===== src/rtl/axi4lite_pkg.sv =====
// Shared AXI4-Lite definitions: response codes, master FSM states, default PROT.
package axi4lite_pkg;

  localparam logic [1:0] RESP_OKAY   = 2'b00;
  localparam logic [1:0] RESP_EXOKAY = 2'b01;
  localparam logic [1:0] RESP_SLVERR = 2'b10;
  localparam logic [1:0] RESP_DECERR = 2'b11;

  localparam logic [2:0] PROT_DEFAULT = 3'b000;

  typedef enum logic [2:0] {
    IDLE,
    WR_REQ,
    WR_RESP,
    RD_REQ,
    RD_DATA,
    RSP
  } state_e;

endpackage


===== src/rtl/axi4lite_master.sv =====
// Single-outstanding AXI4-Lite master: turns one command into one AXI
// read or write transaction and returns one response.
module axi4lite_master
  import axi4lite_pkg::*;
#(
  parameter int ADDR_WIDTH = 32,
  parameter int DATA_WIDTH = 32
) (
  input  logic                    clk,
  input  logic                    rst,
  // command
  input  logic                    cmd_valid,
  output logic                    cmd_ready,
  input  logic                    cmd_write,
  input  logic [ADDR_WIDTH-1:0]   cmd_addr,
  input  logic [DATA_WIDTH-1:0]   cmd_wdata,
  input  logic [DATA_WIDTH/8-1:0] cmd_wstrb,
  // response
  output logic                    rsp_valid,
  input  logic                    rsp_ready,
  output logic                    rsp_write,
  output logic [DATA_WIDTH-1:0]   rsp_rdata,
  output logic [1:0]              rsp_resp,
  // AXI write address
  output logic [ADDR_WIDTH-1:0]   m_awaddr,
  output logic [2:0]              m_awprot,
  output logic                    m_awvalid,
  input  logic                    m_awready,
  // AXI write data
  output logic [DATA_WIDTH-1:0]   m_wdata,
  output logic [DATA_WIDTH/8-1:0] m_wstrb,
  output logic                    m_wvalid,
  input  logic                    m_wready,
  // AXI write response
  input  logic [1:0]              m_bresp,
  input  logic                    m_bvalid,
  output logic                    m_bready,
  // AXI read address
  output logic [ADDR_WIDTH-1:0]   m_araddr,
  output logic [2:0]              m_arprot,
  output logic                    m_arvalid,
  input  logic                    m_arready,
  // AXI read data
  input  logic [DATA_WIDTH-1:0]   m_rdata,
  input  logic [1:0]              m_rresp,
  input  logic                    m_rvalid,
  output logic                    m_rready
);

  state_e                  state_q;
  logic [ADDR_WIDTH-1:0]   addr_q;
  logic [DATA_WIDTH-1:0]   wdata_q;
  logic [DATA_WIDTH/8-1:0] wstrb_q;
  logic                    awvalid_q, wvalid_q, arvalid_q, bready_q, rready_q;
  logic                    aw_done_q, w_done_q;
  logic                    rsp_valid_q, rsp_write_q;
  logic [DATA_WIDTH-1:0]   rsp_rdata_q;
  logic [1:0]              rsp_resp_q;

  logic aw_hs, w_hs, aw_done_d, w_done_d;

  assign aw_hs     = awvalid_q && m_awready;
  assign w_hs      = wvalid_q && m_wready;
  assign aw_done_d = aw_done_q || aw_hs;
  assign w_done_d  = w_done_q || w_hs;

  // Gated by rst so it reads 0 throughout reset and 1 as soon as reset drops.
  assign cmd_ready = (state_q == IDLE) && !rst;

  always_ff @(posedge clk) begin
    if (rst) begin
      state_q     <= IDLE;
      addr_q      <= '0;
      wdata_q     <= '0;
      wstrb_q     <= '0;
      awvalid_q   <= 1'b0;
      wvalid_q    <= 1'b0;
      arvalid_q   <= 1'b0;
      bready_q    <= 1'b0;
      rready_q    <= 1'b0;
      aw_done_q   <= 1'b0;
      w_done_q    <= 1'b0;
      rsp_valid_q <= 1'b0;
      rsp_write_q <= 1'b0;
      rsp_rdata_q <= '0;
      rsp_resp_q  <= RESP_OKAY;
    end else begin
      case (state_q)
        IDLE: begin
          if (cmd_valid) begin
            addr_q  <= cmd_addr;
            wdata_q <= cmd_wdata;
            wstrb_q <= cmd_wstrb;
            if (cmd_write) begin
              state_q   <= WR_REQ;
              awvalid_q <= 1'b1;
              wvalid_q  <= 1'b1;
              aw_done_q <= 1'b0;
              w_done_q  <= 1'b0;
            end else begin
              state_q   <= RD_REQ;
              arvalid_q <= 1'b1;
            end
          end
        end
        WR_REQ: begin
          // AW and W complete independently, in either order or together.
          if (aw_hs) awvalid_q <= 1'b0;
          if (w_hs)  wvalid_q  <= 1'b0;
          aw_done_q <= aw_done_d;
          w_done_q  <= w_done_d;
          if (aw_done_d && w_done_d) begin
            state_q  <= WR_RESP;
            bready_q <= 1'b1;
          end
        end
        WR_RESP: begin
          if (m_bvalid && bready_q) begin
            state_q     <= RSP;
            bready_q    <= 1'b0;
            rsp_resp_q  <= m_bresp;
            rsp_write_q <= 1'b1;
            rsp_valid_q <= 1'b1;
          end
        end
        RD_REQ: begin
          if (m_arready) begin
            state_q   <= RD_DATA;
            arvalid_q <= 1'b0;
            rready_q  <= 1'b1;
          end
        end
        RD_DATA: begin
          if (m_rvalid && rready_q) begin
            state_q     <= RSP;
            rready_q    <= 1'b0;
            rsp_rdata_q <= m_rdata;
            rsp_resp_q  <= m_rresp;
            rsp_write_q <= 1'b0;
            rsp_valid_q <= 1'b1;
          end
        end
        RSP: begin
          if (rsp_ready) begin
            state_q     <= IDLE;
            rsp_valid_q <= 1'b0;
          end
        end
        default: state_q <= IDLE;
      endcase
    end
  end

  assign m_awaddr  = addr_q;
  assign m_awprot  = PROT_DEFAULT;
  assign m_awvalid = awvalid_q;
  assign m_wdata   = wdata_q;
  assign m_wstrb   = wstrb_q;
  assign m_wvalid  = wvalid_q;
  assign m_bready  = bready_q;
  assign m_araddr  = addr_q;
  assign m_arprot  = PROT_DEFAULT;
  assign m_arvalid = arvalid_q;
  assign m_rready  = rready_q;

  assign rsp_valid = rsp_valid_q;
  assign rsp_write = rsp_write_q;
  assign rsp_rdata = rsp_rdata_q;
  assign rsp_resp  = rsp_resp_q;

endmodule

===== config.mk =====
export PLATFORM = sky130hd
export DESIGN_NAME = axi4lite_master
export DESIGN_NICKNAME = d
export VERILOG_FILES = /design/src/rtl/axi4lite_pkg.sv /design/src/rtl/axi4lite_master.sv
export SDC_FILE = /design/constraint.sdc
export NUM_CORES = 1
export LEC_CHECK = 0
export ABC_AREA = 0
export CAP_MARGIN = 10
export CORE_UTILIZATION = 38
export DETAILED_ROUTE_END_ITERATION = 10
export GPL_ROUTABILITY_DRIVEN = 0
export PLACE_DENSITY = 0.81
export SYNTH_ARGS = -nofsm -noshare
export SYNTH_HDL_FRONTEND = slang
export SYNTH_SLANG_ARGS = --single-unit

===== constraint.sdc =====
create_clock -name clk -period 1.7 [get_ports clk]
set_input_delay 0.425 -clock clk [delete_from_list [all_inputs] [get_ports clk]]
set_output_delay 0.425 -clock clk [all_outputs]
set_load 0.01 [all_outputs]

==> metrics.cfg <==
[final_layout]
n_fill_cell = 947
diodes = 0
fin_nets = 905
mostFrequentLayoutCells = nand2_1 (208), dlygate4sd2_1 (140), dfxtp_1 (114)
syn_to_final_growth_pct = 67.17
stdcell_count = 947
final_common_cell = nand2_1
drive_above_1_share_pct = 8.333

[sta]
max_freq_mhz = 626.2
hold_viol = 0
slew_viol_final = 0
hold_ws_ns = 0.4470
relSlewSlack_pct = 58.95
rsz0062_at_grt = false
clock-skew-final_ns = 0.006131
tightest_slew_ns = 0.6158
min_period_ns = 1.597
setup_viol = 0
finalCritPeriodShare_pct = 93.93

[placed_design]
port_buffers = 255
dp.cells = 915
dpl.hpwl_mm = 9.928

[yosys]
synth_area_um2 = 4486
synthAdderAreaFrac_pct = 0
synth_ff_type = dfxtp_1
ys_types = 37
yosysWarnings = 0
yosysSeqAreaShare_pct = 50.88
yosys.area_share.simple_pct = 21.79
synth_edf_count = 0
syn_inst = 562
ys_seq_elements = 114
syn_area_per_cell_um2 = 7.981
synth_compound_area_share_pct = 15.65
synth-async-reset-ratio_pct = 0
synth-xor-area-share_pct = 0
synth_mux_area_share_pct = 0.9205
synth_top_family_by_area = simple AND/OR/NAND/NOR gates

[critical_path]
cp-end-kind = primary output
cpPeakStageDelay_ns = 0.31
r2r-end = rsp_rdata[30]
ff2ff_path_depth = 6
reg2reg_from = state_q[0]
start_kind = flop
r2r_setup_slack_ns = 0.15
crit_type = flop to primary output
cp_max_fo = 2
critPathLaunch = state_q[2]
critPathTopFamily = flip-flops
worstPathCellList = nor4_2, buf_2
critPathSlowestCell = dfxtp_1
worstPathRequired_ns = 1.27
cp_data_arrival_time_ns = 1.17
crit_buf_inv = 1

[clock_tree]
hold_buffers = 0
post_cts_buffers = 0
clk-insertion-delay-late_ns = 0.40
cts.clk_slew.worst_paths_ns = 0.05
root_buffer = clkbuf_16
h-tree-depth = 4
cts_tree = built
clock-sinks = 114
cts_buffers = 17
cts_max_path_buffers = 2

[floorplan]
rows = 39
ios = 262
fp.dieH_um = 110.6
core_area_um2 = 11470
dieWidth_um = 110.6
dieArea_um2 = 12240
start_util_pct = 39.12

[detailed_routing]
drtAntennaViolNets = 0
top_layer_used = met4
route.vias.total = 4580
first_pass_iters = 4
drc = 0
routed_via_density = 4.836
dr_wl_met2_mm = 6.762
drt-wirelength-per-cell_um = 14.31
wl_met3_mm = 1.149
drt-total-wl_mm = 13.56
drtIter0Drc = 219
wl_met1_mm = 5.186

[power]
p_leak_nw = 3.415
p_per_area_nw_per_um2 = 1342
ir_worst_vdd_mv = 0.7991

[global_routing]
grt_pass1_vias = 4485
grt_max_degree = 60
grtUsageTotal_pct = 22.08
grt_pass1_wl_mm = 21.53
grt-ovfl-total = 0
antenna_found_initial = 0

[worst_hold_path]
hold_end = m_wdata[15]
min_from = m_wdata[15]
worst_hold_path_type = flop to flop
hold_depth = 2

[outcome]
outcome = completed

[run]
max_cap_violations = 0

-- kinds of logic after synthesis --
| kind of cell | count (synthesis) |
|---|---|
| and+or+nand+nor | 237 |
| buffers and inverters | 78 |
| DFF | 114 |
| AOI/OAI and AO/OA | 128 |
| other | 1 |
| muxes | 4 |
-- worst max path at each step --
stage                        end  slack [ns]  depth (start not counted)
floorplan              cmd_ready        0.12                          3
global placement        w_done_q       -0.15                          4
detailed placement    state_q[1]       -0.20                          5
CTS                 rsp_rdata[4]       0.006                          1
global route        rsp_rdata[5]        0.01                          6
finish                 cmd_ready        0.10                          2
-- synth_stat cells, drive strengths merged, types with 2 or more instances --
| cell | instances | area (µm²) |
|---|---|---|
| a211oi | 2 | 15.01 |
| a21oi | 110 | 550.5 |
| a311oi | 2 | 17.52 |
| a31oi | 2 | 12.51 |
| a32oi | 3 | 26.28 |
| buf | 54 | 389.1 |
| clkbuf | 22 | 82.58 |
| dfxtp | 114 | 2282 |
| inv | 2 | 7.510 |
| mux2i | 3 | 30.03 |
| nand2 | 208 | 780.8 |
| nand2b | 3 | 18.77 |
| nand3 | 5 | 25.02 |
| nand4b | 2 | 17.52 |
| nor2 | 7 | 28.78 |
| nor2b | 4 | 27.53 |
| nor3 | 2 | 10.01 |
| o21ai | 2 | 10.01 |
-- worst reg2reg max path: stages, from the launching register on --
cell and delay (ns):
dfxtp_1 0.32, buf_4 0.21, nor3b_2 0.29, nor2b_4 0.23
buf_12 0.19, nand2_1 0.09, a21oi_1 0.15
-- sequential cells by signal (all words and copies together) (netlist names) --
| name | count |
|---|---|
| m_wdata | 32 |
| m_araddr | 32 |
| state_q | 3 |
| m_wvalid | 1 |
| rsp_rdata | 32 |
| w_done_q | 1 |
| m_awvalid | 1 |
| rsp_resp | 2 |
| m_wstrb | 4 |
| m_bready | 1 |
| m_rready | 1 |
| rsp_valid | 1 |
| aw_done_q | 1 |
| m_arvalid | 1 |
| rsp_write | 1 |
-- per-layer routing --
layer / global-route usage [%] / vias up
met4: 10.76 / 0
li1: - / 2256
met1: 22.46 / 2091
met5: 0 / -
met2: 38.59 / 206
met3: 9.495 / 27
-- per-stage QoR --
stage	utilization [%]	instance area [µm²]	power [mW]	TNS [ns]	worst slack (ns)
final	65.39	7498	10.06	0	0.1031
after global routing	65.39	7498	10.57	0	0.01473
after CTS	65.32	7491	10.16	0	0.005933
after detailed placement	61.23	7022	6.640	-16.08	-0.2007
after global placement	61.23	7022	6.522	-10.71	-0.1482
after floorplan	-	4504	5.054	0	0.1180
-- power breakdown --
part           switching (mW)  internal [mW]  total [mW]
combinational            1.57           1.38        2.95
clock                    1.18           2.66        3.84
sequential              0.221           3.05        3.28
total                    2.96           7.10        10.1
-- cell type report --
type / count / area, µm² / share of cell area (%)
inverter: 2 / 7.507 / 0.1001
tap: 143 / 178.9 / 2.386
clock inverter: 11 / 182.7 / 2.436
sequential: 114 / 2282 / 30.44
multi-input combinational: 375 / 1757 / 23.43
timing repair buffer: 281 / 2630 / 35.07
clock buffer: 21 / 460.4 / 6.141
-- repair_timing --
action | CTS | global route
hold endpoints to repair | 0 | 0
gates cloned | 0 | 0
setup endpoints to repair | 141 | 5
gates resized for setup | 146 | 2
No activity file was read; power rests on OpenSTA's default activity.
